==> src/rtl/dmem_arbiter.sv <==
// Round-robin arbiter and sequencer sharing one single-port synchronous data memory
// between a CPU load/store port (m0) and a DMA/IO port (m1); one transaction in flight.
module dmem_arbiter #(
  parameter int unsigned ADDR_WIDTH = 16,
  parameter int unsigned DATA_WIDTH = 16,
  parameter int unsigned MEM_DEPTH  = 256
) (
  input  logic                  clk,
  input  logic                  rst_n,

  input  logic                  m0_req,
  input  logic                  m0_we,
  input  logic [ADDR_WIDTH-1:0] m0_addr,
  input  logic [DATA_WIDTH-1:0] m0_wdata,
  output logic                  m0_gnt,
  output logic                  m0_done,
  output logic [DATA_WIDTH-1:0] m0_rdata,
  output logic                  m0_err,

  input  logic                  m1_req,
  input  logic                  m1_we,
  input  logic [ADDR_WIDTH-1:0] m1_addr,
  input  logic [DATA_WIDTH-1:0] m1_wdata,
  output logic                  m1_gnt,
  output logic                  m1_done,
  output logic [DATA_WIDTH-1:0] m1_rdata,
  output logic                  m1_err,

  output logic [ADDR_WIDTH-1:0] mem_address,
  output logic [DATA_WIDTH-1:0] mem_data_input,
  output logic                  mem_write_enable,
  input  logic [DATA_WIDTH-1:0] mem_data_output
);

  typedef enum logic [1:0] {
    StIdle,
    StIssue,
    StRdata
  } state_e;

  // One extra bit so a depth equal to 2**ADDR_WIDTH still compares correctly.
  localparam logic [ADDR_WIDTH:0] MemDepthW = (ADDR_WIDTH + 1)'(MEM_DEPTH);

  state_e                state_q, state_d;
  logic                  ptr_q, ptr_d;
  logic                  sel_q, sel_d;
  logic                  we_q, we_d;
  logic                  err_q, err_d;

  logic                  m0_gnt_q, m0_gnt_d;
  logic                  m1_gnt_q, m1_gnt_d;
  logic                  m0_done_q, m0_done_d;
  logic                  m1_done_q, m1_done_d;
  logic                  m0_err_q, m0_err_d;
  logic                  m1_err_q, m1_err_d;
  logic [DATA_WIDTH-1:0] m0_rdata_q, m0_rdata_d;
  logic [DATA_WIDTH-1:0] m1_rdata_q, m1_rdata_d;
  logic [ADDR_WIDTH-1:0] mem_addr_q, mem_addr_d;
  logic [DATA_WIDTH-1:0] mem_wdata_q, mem_wdata_d;
  logic                  mem_we_q, mem_we_d;

  logic                  win_valid;
  logic                  win_sel;
  logic                  win_we;
  logic [ADDR_WIDTH-1:0] win_addr;
  logic [DATA_WIDTH-1:0] win_wdata;
  logic                  win_oor;

  // Pointer only breaks ties; a lone requester always wins.
  always_comb begin
    win_valid = 1'b0;
    win_sel   = 1'b0;
    if (m0_req && m1_req) begin
      win_valid = 1'b1;
      win_sel   = ptr_q;
    end else if (m0_req) begin
      win_valid = 1'b1;
      win_sel   = 1'b0;
    end else if (m1_req) begin
      win_valid = 1'b1;
      win_sel   = 1'b1;
    end
  end

  assign win_we    = win_sel ? m1_we    : m0_we;
  assign win_addr  = win_sel ? m1_addr  : m0_addr;
  assign win_wdata = win_sel ? m1_wdata : m0_wdata;
  assign win_oor   = ({1'b0, win_addr} >= MemDepthW);

  always_comb begin
    state_d     = state_q;
    ptr_d       = ptr_q;
    sel_d       = sel_q;
    we_d        = we_q;
    err_d       = err_q;
    m0_gnt_d    = 1'b0;
    m1_gnt_d    = 1'b0;
    m0_done_d   = 1'b0;
    m1_done_d   = 1'b0;
    m0_err_d    = 1'b0;
    m1_err_d    = 1'b0;
    m0_rdata_d  = m0_rdata_q;
    m1_rdata_d  = m1_rdata_q;
    mem_addr_d  = mem_addr_q;
    mem_wdata_d = mem_wdata_q;
    mem_we_d    = 1'b0;

    case (state_q)
      StIdle: begin
        if (win_valid) begin
          sel_d       = win_sel;
          we_d        = win_we;
          err_d       = win_oor;
          // Memory port is loaded now so it is valid throughout the ISSUE cycle.
          mem_addr_d  = win_addr;
          mem_wdata_d = win_wdata;
          mem_we_d    = win_we & ~win_oor;
          m0_gnt_d    = ~win_sel;
          m1_gnt_d    = win_sel;
          ptr_d       = ~win_sel;
          state_d     = StIssue;
        end
      end

      StIssue: begin
        if (we_q || err_q) begin
          if (sel_q) begin
            m1_done_d = 1'b1;
            m1_err_d  = err_q;
            if (err_q) m1_rdata_d = '0;
          end else begin
            m0_done_d = 1'b1;
            m0_err_d  = err_q;
            if (err_q) m0_rdata_d = '0;
          end
          state_d = StIdle;
        end else begin
          state_d = StRdata;
        end
      end

      StRdata: begin
        if (sel_q) begin
          m1_done_d  = 1'b1;
          m1_rdata_d = mem_data_output;
        end else begin
          m0_done_d  = 1'b1;
          m0_rdata_d = mem_data_output;
        end
        state_d = StIdle;
      end

      default: state_d = StIdle;
    endcase
  end

  always_ff @(posedge clk or negedge rst_n) begin
    if (!rst_n) begin
      state_q     <= StIdle;
      ptr_q       <= 1'b0;
      sel_q       <= 1'b0;
      we_q        <= 1'b0;
      err_q       <= 1'b0;
      m0_gnt_q    <= 1'b0;
      m1_gnt_q    <= 1'b0;
      m0_done_q   <= 1'b0;
      m1_done_q   <= 1'b0;
      m0_err_q    <= 1'b0;
      m1_err_q    <= 1'b0;
      m0_rdata_q  <= '0;
      m1_rdata_q  <= '0;
      mem_addr_q  <= '0;
      mem_wdata_q <= '0;
      mem_we_q    <= 1'b0;
    end else begin
      state_q     <= state_d;
      ptr_q       <= ptr_d;
      sel_q       <= sel_d;
      we_q        <= we_d;
      err_q       <= err_d;
      m0_gnt_q    <= m0_gnt_d;
      m1_gnt_q    <= m1_gnt_d;
      m0_done_q   <= m0_done_d;
      m1_done_q   <= m1_done_d;
      m0_err_q    <= m0_err_d;
      m1_err_q    <= m1_err_d;
      m0_rdata_q  <= m0_rdata_d;
      m1_rdata_q  <= m1_rdata_d;
      mem_addr_q  <= mem_addr_d;
      mem_wdata_q <= mem_wdata_d;
      mem_we_q    <= mem_we_d;
    end
  end

  assign m0_gnt           = m0_gnt_q;
  assign m1_gnt           = m1_gnt_q;
  assign m0_done          = m0_done_q;
  assign m1_done          = m1_done_q;
  assign m0_err           = m0_err_q;
  assign m1_err           = m1_err_q;
  assign m0_rdata         = m0_rdata_q;
  assign m1_rdata         = m1_rdata_q;
  assign mem_address      = mem_addr_q;
  assign mem_data_input   = mem_wdata_q;
  assign mem_write_enable = mem_we_q;

endmodule

==> config.mk <==
export PLATFORM = sky130hd
export DESIGN_NAME = dmem_arbiter
export DESIGN_NICKNAME = d
export VERILOG_FILES = /design/src/rtl/dmem_arbiter.sv
export SDC_FILE = /design/constraint.sdc
export NUM_CORES = 1
export LEC_CHECK = 0
export CORE_MARGIN = 5
export CORE_UTILIZATION = 41
export DETAILED_ROUTE_END_ITERATION = 8
export GPL_ROUTABILITY_DRIVEN = 0
export PLACE_DENSITY = 0.77
export SYNTH_ARGS = -nofsm -noshare
export SYNTH_HDL_FRONTEND = slang
export SYNTH_SLANG_ARGS = --single-unit
==> constraint.sdc <==
create_clock -name clk -period 1.9 [get_ports clk]
set_input_delay 0.19 -clock clk [delete_from_list [all_inputs] [get_ports clk]]
set_output_delay 0.19 -clock clk [all_outputs]
set_load 0.01 [all_outputs]
# [Word-level counts from Yosys, hierarchy flattened]
# Cells that the tools add are included.
[word_totals] reg_bits=77 latchBits=0 mem_bits_rw=0 rom_bits=0 elab_cells=74 memories=0
[classes] n_addsub=0 multipliers=0 div_mod_pow=0 n_lt_le_gt_ge=1 n_eq_ne=9 shift=0 muxes=38 n_bitwise=3 n_reduce_logical=7
[op_table] operator="$mux 16" n=9
[op_table] operator="$pmux 16 s2" n=2
[op_table] operator="$mux 1" n=22
[op_table] operator="$ge 16x9->1 const B" n=1
[op_table] operator="$ne 2x2->1 const B" n=7
[op_table] operator="$reduce_and 5->1" n=2
[op_table] operator="$mux 2" n=2
[op_table] operator="$pmux 1 s2" n=2
[op_table] operator="$pmux 2 s2" n=1
[op_table] operator="$eq 2x1->1 const B" n=1
[op_table] operator="$eq 2x2->1 const B" n=1
[op_table] operator="$logic_not 2->1" n=1
[op_table] operator="$not 1->1" n=2
[op_table] operator="$reduce_and 2->1" n=1
[op_table] operator="$reduce_bool 2->1" n=1
[op_table] operator="$and 1x1->1" n=1
[op_table] operator="$logic_and 1x1->1" n=1
[op_table] operator="$logic_or 1x1->1" n=1

# [Depth between registers and ports, before layout]
[depth] ltp_word=9 ltp_mapped=9 mapped_depth_nobuf=6

# [Worst setup path after synthesis]
# OpenSTA, ideal clock, no wires.
[synth_timing] kind="register to register" startpoint="register state_q[0]" endpoint="register m0_rdata_q[13], in the netlist m0_rdata[13]" setup_time_ns=0.135 t_arrival_ns=1.403 required_ns=1.765 path_slack_ns=0.363 stages_incl_launch_ff=10 synth_period_minus_slack_ns=1.537 path_cell_list="dfrtp_1 > inv_1 > ha_1 > buf_2 > nand2b_1 > a21o_1 > buf_2 > buf_2 > nand2_1 > o21ai_0"
[synth_between] elab_chain_cells=3 word_cells_on_any_way=9 cone_classes="6 x eq/ne; 1 x mux; 2 x reduce/logical"
[synth_rtl] item="start, declared" line="44" source="state_e state_q, state_d;"
[synth_rtl] item="start signal, assigned" line="159" source="state_q <= StIdle;"
[synth_rtl] item="start signal, assigned" line="176" source="state_q <= state_d;"
[synth_rtl] item="$eq 2x1->1 or $eq 2x2->1 (tied branches)" line="108" source="case (state_q)"
[synth_rtl] item="$ne 2x2->1 (no source line) or $reduce_bool 2->1 (tied branches)"
[synth_rtl] item="$reduce_and 5->1 (no source line)"
[synth_rtl] item="end signal, assigned" line="187" source="m0_rdata_q <= m0_rdata_d;"
[synth_rtl] item="end, declared" line="56" source="logic [DATA_WIDTH-1:0] m0_rdata_q, m0_rdata_d;"
# Parallel ways exist; a longest one is shown, timed or not.
# A chain may end at the register's enable or synchronous reset.

# [Final worst setup path]
[layout_timing] startpoint="register state_q[1]" endpoint="register m0_rdata_q[5], in the netlist m0_rdata[5]"
# Same word-level chain as after synthesis.

==> impl_metrics.csv <==
group,metric,value,unit
run_status,outcome,"complete, no violations",
pwr,p_per_area,1400,mW/mm²
routing,routed-wl-met2,4.06,mm
placed_design,port_buffers,156,
pwr,p_clk_frac,0.141,
setup_path,path_cells,"inv_1 -> ha_1 -> nand2b_1 -> a21o_1 -> buf_4 -> o21ai_0",
logic_synthesis,synthDistinctLibCells,26,
final_layout,finalNonFillerCells,576,
setup_path,cp-start-kind,"register",
pwr,p_seq_frac,0.378,
logic_synthesis,synth_top_area_cell,"dfrtp_1",
worst_hold_path,hold_class,"primary input to asynchronous set/reset pin",
setup_path,endpoint,"m0_rdata[5]",
global_route,grt_pass1_vias,3026,
setup_path,critPathTopFamily,"compound AO/OA/AOI/OAI gates",
routing,wl_met3,1.07,mm
timing,hold_slack,0.390,ns
setup_path,crit_slowest_cell,"dfrtp_1",
clock_network,root_buffer,"clkbuf_8",
setup_path,r2r-start,"state_q[1]",
setup_path,path_class,"register to register",
clock_network,clockBufferDepth,2,
pwr,p_int,4650,µW
setup_path,crit_start,"state_q[1]",
final_layout,diodes,0,
clock_network,numClockSinks,77,
final_layout,final_net_count,559,
routing,dr.max_layer_used,"met4",
setup_path,worstPathRequired,2.10,ns
final_layout,final_cell_mix,"clkdlybuf4s50_1, dfrtp_1, nand2_1, mux2i_1, o21ai_0",
final_layout,drive_gt1_frac,0.0717,
pwr,p_leak,0.00228,µW
setup_path,slowest_delay,0.39,ns
clock_network,cts_tree,"built",
routing,postRouteAntennaNets,0,
routing,drt_iter0_markers,91,
timing,hold_viol_final,0,
timing,relSlewSlack,0.643,
logic_synthesis,seq_area_frac_synth,0.586,
final_layout,num-fill-cells,625,
routing,vias_per_cell,4.85,
floorplan,start_util,0.423,
timing,setup_tns,0,ns
timing,finClkSkew,0.00772,ns
placed_design,dp_hpwl,6.89,mm
global_route,grt_max_degree,61,
logic_synthesis,synth_top_area_share,0.586,
timing,fin_crit,1.64,ns
routing,wl_per_cell,15.4,µm
logic_synthesis,ys_async_sr_fraction,1.00,
routing,drt-met1-wl,3.60,mm
pwr,ir_worst_vdd,0.000687,V
floorplan,die-area,0.00990,mm²
setup_path,crit_path_end_kind,"register",
routing,drc,0,
logic_synthesis,synthCells,311,
timing,worst_pin_slew,0.536,ns
logic_synthesis,synthFlopType,"dfrtp_1",
timing,max_freq,0.609,GHz
run,drv_cap,0,
routing,dr_total_vias,2795,
floorplan,ioPinCount,157,
global_route,track_usage,0.185,
logic_synthesis,synth_nets,400,
setup_path,cp.arrival,1.85,ns
logic_synthesis,syn_area,0.00329,mm²
final_layout,syn_to_final_growth,56.6,%
setup_path,path_max_fanout,23,
timing,setup_viol,0,
timing,period_share,0.864,
clock_network,h-tree-depth,3,
placed_design,place_ws,0.216,ns
global_route,antenna_found_initial,0,
floorplan,coreArea,0.00777,mm²
clock_network,path_clk_slew,0.07,ns
pwr,sw_frac_of_total,0.356,
floorplan,die_x,99.5,µm
logic_synthesis,synth_area_leaders,"dfrtp_1, mux2i_1, nand2_1",
setup_path,reg2reg_slack,0.26,ns
clock_network,numCtsBuffers,9,
logic_synthesis,synth_warnings,0,
global_route,grt.overflow.total,0,
logic_synthesis,post_synth.cell_area_avg,10.6,µm²
setup_path,r2r_cells,6,
timing,slew_viol_final,0,
clock_network,clk_latency,0.33,ns
floorplan,fp-row-count,32,
routing,routed_wl,8.88,mm
timing,setup_slack,0.259,ns
placed_design,dp.cells,560,
global_route,grt_pass1_wl,14.4,mm
floorplan,chipHeight,99.5,µm
pwr,p_sw,2570,µW
logic_synthesis,ys_seq_elements,77,
final_layout,layout_commonest_cell,"clkdlybuf4s50_1",
setup_path,cp.depth,6,
routing,drt_pass1_iterations,4,
pwr,comb_power_share,0.481,
setup_path,crit_buf_inv,2,
logic_synthesis,synth-edff-count,0,
timing,grt_setup_unrepaired,"false",
setup_path,reg2reg_to,"m0_rdata[5]",
==> final cells by class <==
class,count,area [µm²],share of cell area
inverters,5,18.8,0.00365
repair buffers,166,1670,0.325
well taps,102,128,0.0248
multi-input cells,211,1240,0.241
flip-flops and latches,77,1930,0.375
clock inverters,4,26.3,0.00511
clock buffers,11,131,0.0255
==> stage by stage <==
step,power (µW),util,instance area [µm²]
floorplan,4310,-,3290
global placement,6190,0.641,4980
detailed placement,6270,0.641,4980
CTS,7330,0.662,5140
global route,7760,0.662,5140
finish,7220,0.662,5140
==> cells by family after synthesis <==
kind of cell               Yosys count  share of synthesized area
and+or+nand+nor                     98                      0.121
DFF                                 77                      0.586
AOI/OAI and AO/OA                   71                      0.121
muxes                               39                      0.121
buffers and inverters               23                     0.0385
adders and majority gates            3                     0.0114
==> cell usage after synthesis (3+ instances only) <==
| cell | number |
|---|---|
| mux2_2 | 6 |
| buf_2 | 5 |
| o21ai_1 | 27 |
| nand2_1 | 76 |
| a21o_1 | 3 |
| and2_1 | 3 |
| buf_8 | 3 |
| nand3_1 | 3 |
| o21ai_2 | 3 |
| mux2i_1 | 33 |
| inv_1 | 5 |
| clkbuf_1 | 10 |
| o21ai_0 | 32 |
| dfrtp_1 | 77 |
| nor2_1 | 9 |
| ha_1 | 3 |
==> routing by layer <==
metal / vias to the layer above / track usage
li1: 1372 / -
met1: 1272 / 0.212
met2: 139 / 0.302
met3: 12 / 0.0835
met4: 0 / 0.0735
met5: - / 0
==> worst min-delay path by stage <==
| stage | end | cells after the start |
|---|---|---|
| after floorplan | err_q | 0 |
| after global placement | m1_rdata[0] | 1 |
| after detailed placement | m1_rdata[0] | 1 |
| after CTS | m1_rdata[0] | 2 |
| after global routing | m1_rdata[0] | 2 |
| final | m1_rdata[0] | 2 |
==> flip-flops by register name, indices dropped and copies added (netlist names), 2 cells and up <==
| register | cells |
|---|---|
| m1_rdata | 16 |
| m0_rdata | 16 |
| state_q | 2 |
| mem_address | 16 |
| mem_data_input | 16 |
==> what timing repair did <==
action / CTS / global route
setup buffers: 0 / 0
resized for setup: 0 / 0
hold buffers: 1 / 0
endpoints found under the hold margin: 40 / 0
==> power groups by stage <==
stage          registers, µW  logic [µW]  clock network (µW)
2_1_floorplan           3040        1270                   0
3_3_place_gp            2730        3450                   0
3_5_place_dp            2770        3510                   0
4_1_cts                 2740        3530                1060
5_1_grt                 2830        3800                1130
6_report                2730        3470                1020
(Power assumes the default switching activity.)
==> edit 1 (same settings) <==
`ADDR_WIDTH`: 16 -> 17.
--- a/src/rtl/dmem_arbiter.sv
+++ b/src/rtl/dmem_arbiter.sv
@@ -2,5 +2,5 @@
 // between a CPU load/store port (m0) and a DMA/IO port (m1); one transaction in flight.
 module dmem_arbiter #(
-  parameter int unsigned ADDR_WIDTH = 16,
+  parameter int unsigned ADDR_WIDTH = 17,
   parameter int unsigned DATA_WIDTH = 16,
   parameter int unsigned MEM_DEPTH  = 256
Interface: changed (resized m0_addr, m1_addr and mem_address); port bits go from 157 to 160. No check against the original RTL was run, so the function may have changed too.
==> edit 1 against the original RTL <==
Non-clock buffer count is 3 higher; wire length is 2.6% lower; cell area is 2.9% higher; setup slack worse by 0.017 ns; sequential cell count is 1 higher; final cell count is 2.1% higher; clock power is 20% higher; synthesized area is 2.3% higher; global-route usage is 0.74 points lower; total power is 6.3% higher; critical path type unchanged; largest power group unchanged; highest routed layer unchanged.
==> edit 1: results (changes against the original RTL) <==
largest_register_ffs: 17
cpMaxStageDelayCell: "dfrtp_1"
path_clk_slew_ns: 0.08
grt_pass1_vias: 2996  # -0.99%
status: "completed"
synth.distinct_cells: 31  # +19%
synth_seq_area_share: 0.581  # -0.00565
clk_path_buf_depth: 2  # unchanged
htree_levels: 3  # unchanged
routedWlPerCell_microns: 14.7  # -4.6%
synth-async-reset-ratio: 1.00  # unchanged
cp-endpoint: "m0_rdata[1]$_DFFE_PN0P_"
io_buffers: 159  # +1.9%
critPathMaxStageDelay_ns: 0.40
hp-class: "primary input to async pin"
num_vias: 2830  # +1.3%
hold_slack_ns: 0.347  # -0.0436 ns
cts_root_buf: "clkbuf_8"
p_leak_nw: 2.39  # +4.6%
synth_xor_area_frac: 0  # unchanged
syn_inst: 317  # +1.9%
grt_start_max_net_pins: 58  # -4.9%
cts_setup_buffers: 0  # unchanged
cp_max_fo: 29  # +26%
worstSetupPathType: "register to register"
yosys_warnings: 0  # unchanged
antenna_found_initial: 0  # unchanged
dp_cells: 571  # +2.0%
swShare: 0.347  # -0.00878
cp_data_arrival_time_ns: 1.87  # +0.02 ns
grt_usage: 0.178  # -0.00738
syn_nets: 408  # +2.0%
layout-drive-gt1-share: 0.0787  # +0.00694
cts-resized-gates: 0  # unchanged
drt_iter0_drc: 68  # -25%
skew_ns: 0.0104  # +0.00266 ns
muxShareOfSynthArea: 0.118  # -0.00271
antenna_cells: 0  # unchanged
rrSetupSlack_ns: 0.24  # -0.02 ns
clock_latency_ns: 0.33  # about the same
hold_buffers: 1  # unchanged
irDropWorstVdd_v: 0.000643  # -6.3%
synth-compound-area-share: 0.117  # -0.00457
worstRegToRegCells: 6  # unchanged
fin_cells: 588  # +2.1%
synth.area.top_cells: "dfrtp_1 58%, mux2i_1 9.8%, nand2_1 8.6%"
timing.rr.start: "state_q[1]$_DFFE_PN0P_"
post-place-ws_ns: 0.187  # -0.0291 ns
synthTopCellsByCount: "78 x dfrtp_1, 77 x nand2_1, 33 x mux2i_1"
num-fill-cells: 650  # +4.0%
post_dp_cell_area_sq_um: 5090  # +2.2%
first_pass_iters: 4  # unchanged
cts_buffers: 9  # unchanged
synthAdderAreaFrac: 0.0112  # -0.000255
dp_hpwl_microns: 6770  # -1.8%
fin_util: 0.654  # -0.00792
grt_pass1_wl_microns: 14200  # -1.2%
worstMarginPinSlew_ns: 0.464  # -0.0719 ns
crit_family: "flip-flops"
fmax_mhz: 603  # -1.0%
==> edit 1: power by group through the flow <==
stage / sequential (mW) / clock [mW] / combinational, mW
2_1_floorplan: 3.12 / 0 / 1.36
3_3_place_gp: 2.81 / 0 / 3.63
3_5_place_dp: 2.83 / 0 / 3.70
4_1_cts: 2.81 / 1.26 / 3.72
5_1_grt: 2.90 / 1.33 / 4.02
6_report: 2.80 / 1.22 / 3.66
==> edit 1: layer usage <==
metal	vias up	wire, microns	global-route usage
met1	1299	3620	0.218
met5	-	0	0
met4	0	110	0.0674
met2	129	3810	0.274
met3	10	1100	0.0830
li1	1392	-	-
==> edit 1: cell type report <==
| cell class | instances | area share |
|---|---|---|
| flip-flops and latches | 78 | 0.369 |
| repair buffers | 169 | 0.326 |
| multi-input cells | 216 | 0.240 |
| clock buffers | 10 | 0.0260 |
| well taps | 105 | 0.0248 |
| clock inverters | 6 | 0.0116 |
| inverters | 4 | 0.00283 |
==> edit 2 (same settings) <==
Made on the original files. The output `m1_err` loses its register stage (`m1_err_q` becomes a continuous assignment).
--- a/src/rtl/dmem_arbiter.sv
+++ b/src/rtl/dmem_arbiter.sv
@@ -167,5 +167,4 @@
       m1_done_q   <= 1'b0;
       m0_err_q    <= 1'b0;
-      m1_err_q    <= 1'b0;
       m0_rdata_q  <= '0;
       m1_rdata_q  <= '0;
@@ -184,5 +183,4 @@
       m1_done_q   <= m1_done_d;
       m0_err_q    <= m0_err_d;
-      m1_err_q    <= m1_err_d;
       m0_rdata_q  <= m0_rdata_d;
       m1_rdata_q  <= m1_rdata_d;
@@ -192,4 +190,6 @@
     end
   end
+
+  assign m1_err_q = m1_err_d;
 
   assign m0_gnt           = m0_gnt_q;
Function: changed (Yosys sat finds a counterexample within 4 cycles, from zero or initial values and one cycle with rst_n low).
==> edit 2 against the original RTL <==
Cell area up 1.5%; critical path depth down 1; worst hold slack worse by 0.022 ns; wire length down 2.7%; sequential share of layout area down 1.0 points; setup slack worse by 0.088 ns; sequential cell count down 1; total power up 6.5%; clock skew about the same; synthesized cell count down 0.32%; synthesized area down 0.76%; combinational power about the same; fmax down 5.1%; first-iteration DRC count down 6.6%; critical endpoint is now m1_err; largest power group unchanged.
==> edit 2: results (changes against the original RTL) <==
io_buffers: 156  # unchanged
timing.rr.start: "state_q[1]$_DFFE_PN0P_"
rrSetupSlack_ns: 0.25
p_leak_nw: 2.32  # +1.8%
cts_buffers: 9  # unchanged
routedWlPerCell_microns: 15.0  # -2.7%
syn_nets: 399  # -0.25%
htree_levels: 3  # unchanged
synthTopCellsByCount: "76 x dfrtp_1, 76 x nand2_1, 33 x mux2i_1"
cts_root_buf: "clkbuf_8"
synthFlopType: "dfrtp_1"
layout-drive-gt1-share: 0.0781  # +0.00633
synth-async-reset-ratio: 1.00  # unchanged
cp_data_arrival_time_ns: 1.54  # -0.31 ns
antenna_cells: 0  # unchanged
skew_ns: 0.00755  # -0.000172 ns
synth_seq_area_share: 0.583  # -0.00317
antenna_found_initial: 0  # unchanged
drt_iter0_drc: 85  # -6.6%
cp_max_fo: 4  # -83%
path_clk_slew_ns: 0.08
grt_pass1_wl_microns: 14000  # -3.0%
hp-class: "primary input to async pin"
clock_latency_ns: 0.33  # about the same
r2r-end: "m0_rdata[14]$_DFFE_PN0P_"
post_dp_cell_area_sq_um: 4950  # -0.50%
dp_hpwl_microns: 6780  # -1.7%
status: "completed"
first_pass_iters: 4  # unchanged
irDropWorstVdd_v: 0.000651  # -5.2%
grt_usage: 0.179  # -0.00575
finish.net_count: 558  # -0.18%
yosys_warnings: 0  # unchanged
synth.distinct_cells: 26  # unchanged
synth.area.top_cells: "dfrtp_1 58%, mux2i_1 10%, nand2_1 8.7%"
clk_path_buf_depth: 2  # unchanged
cts_setup_buffers: 0  # unchanged
num_vias: 2809  # +0.50%
worstMarginPinSlew_ns: 0.507  # -0.0282 ns
worstRegToRegCells: 7  # +1
grt_pass1_vias: 2977  # -1.6%
grt_start_max_net_pins: 44  # -28%
edit 2: cell types whose count changed in the layout (fill, tap and decap cells not counted):
cell             before  now
dfrtp_1              77   76
dlygate4sd2_1         0    1
clkinvlp_4            1    0
bufinv_16             0    3
clkinv_2              2    0
clkinv_4              1    2
clkdlybuf4s50_1     155  154
clkbuf_1              2    0
clkbuf_8              9   11
edit 2: cells by family (layout without fill, tap and decap cells):
family / count (synthesis) / count (layout) / share of synthesized area
adders and majority gates: 3 / 3 / 0.0115
and+or+nand+nor: 98 / 98 / 0.122
DFF: 76 / 76 / 0.583
AOI/OAI and AO/OA: 71 / 71 / 0.122
muxes: 39 / 39 / 0.122
buffers and inverters: 23 / 187 / 0.0388
edit 2: final cells by class:
class                   instances  area [sq um]
multi-input cells             211          1240
inverters                       5          18.8
repair buffers                166          1670
clock inverters                 5           108
clock buffers                  11           151
well taps                     102           128
flip-flops and latches         76          1900
fillers                       633          2510
edit 2: worst max-delay path, stage by stage, from the launching register on:
cell,delay (ns)
dfrtp_1,0.39
inv_1,0.11
ha_1,0.21
nand2_1,0.13
nor2_1,0.11
dlygate4sd2_1,0.27
edit 2: per-stage QoR:
step	util	cells	hold WS, ns	worst slack (ns)
3_5_place_dp	0.641	559	0.189	0.193
5_1_grt	0.676	576	0.391	0.0674
4_1_cts	0.676	576	0.367	0.136
2_1_floorplan	-	310	-0.106	0.363
3_3_place_gp	0.641	559	0.187	0.238
6_report	0.676	576	0.368	0.171
edit 2: how the worst max path moves through the flow:
stage,depth (start not counted),slack (ns),to,from
6_report,5,0.17,m1_err,state_q[1]$_DFFE_PN0P_
3_5_place_dp,5,0.19,mem_write_enable$_DFF_PN0_,m0_addr[11]
3_3_place_gp,5,0.24,mem_write_enable$_DFF_PN0_,m0_addr[11]
5_1_grt,5,0.07,m1_err,state_q[1]$_DFFE_PN0P_
2_1_floorplan,9,0.36,m0_rdata[13]$_DFFE_PN0P_,state_q[0]$_DFFE_PN0P_
4_1_cts,5,0.14,m1_err,state_q[1]$_DFFE_PN0P_
edit 2: metal layers:
layer,part of all wire,track usage,vias up
li1,-,-,1362
met1,0.40,0.207,1301
met2,0.46,0.293,137
met3,0.13,0.0849,9
met4,0.012,0.0620,0
met5,0,0,-
edit 2: timing repair:
item / CTS / global route
hold buffers: 1 / 0
gates resized for setup: 1 / 0
setup endpoints to repair: 1 / 0
endpoints found under the hold margin: 37 / 0
edit 2: where the power goes:
part	switching, mW	internal (mW)	total [mW]	leakage (nW)
Sequential	0.382	2.32	2.71	0.985
Clock	0.567	0.949	1.52	0.130
Combinational	1.64	1.83	3.47	1.21
Total	2.59	5.10	7.69	2.32
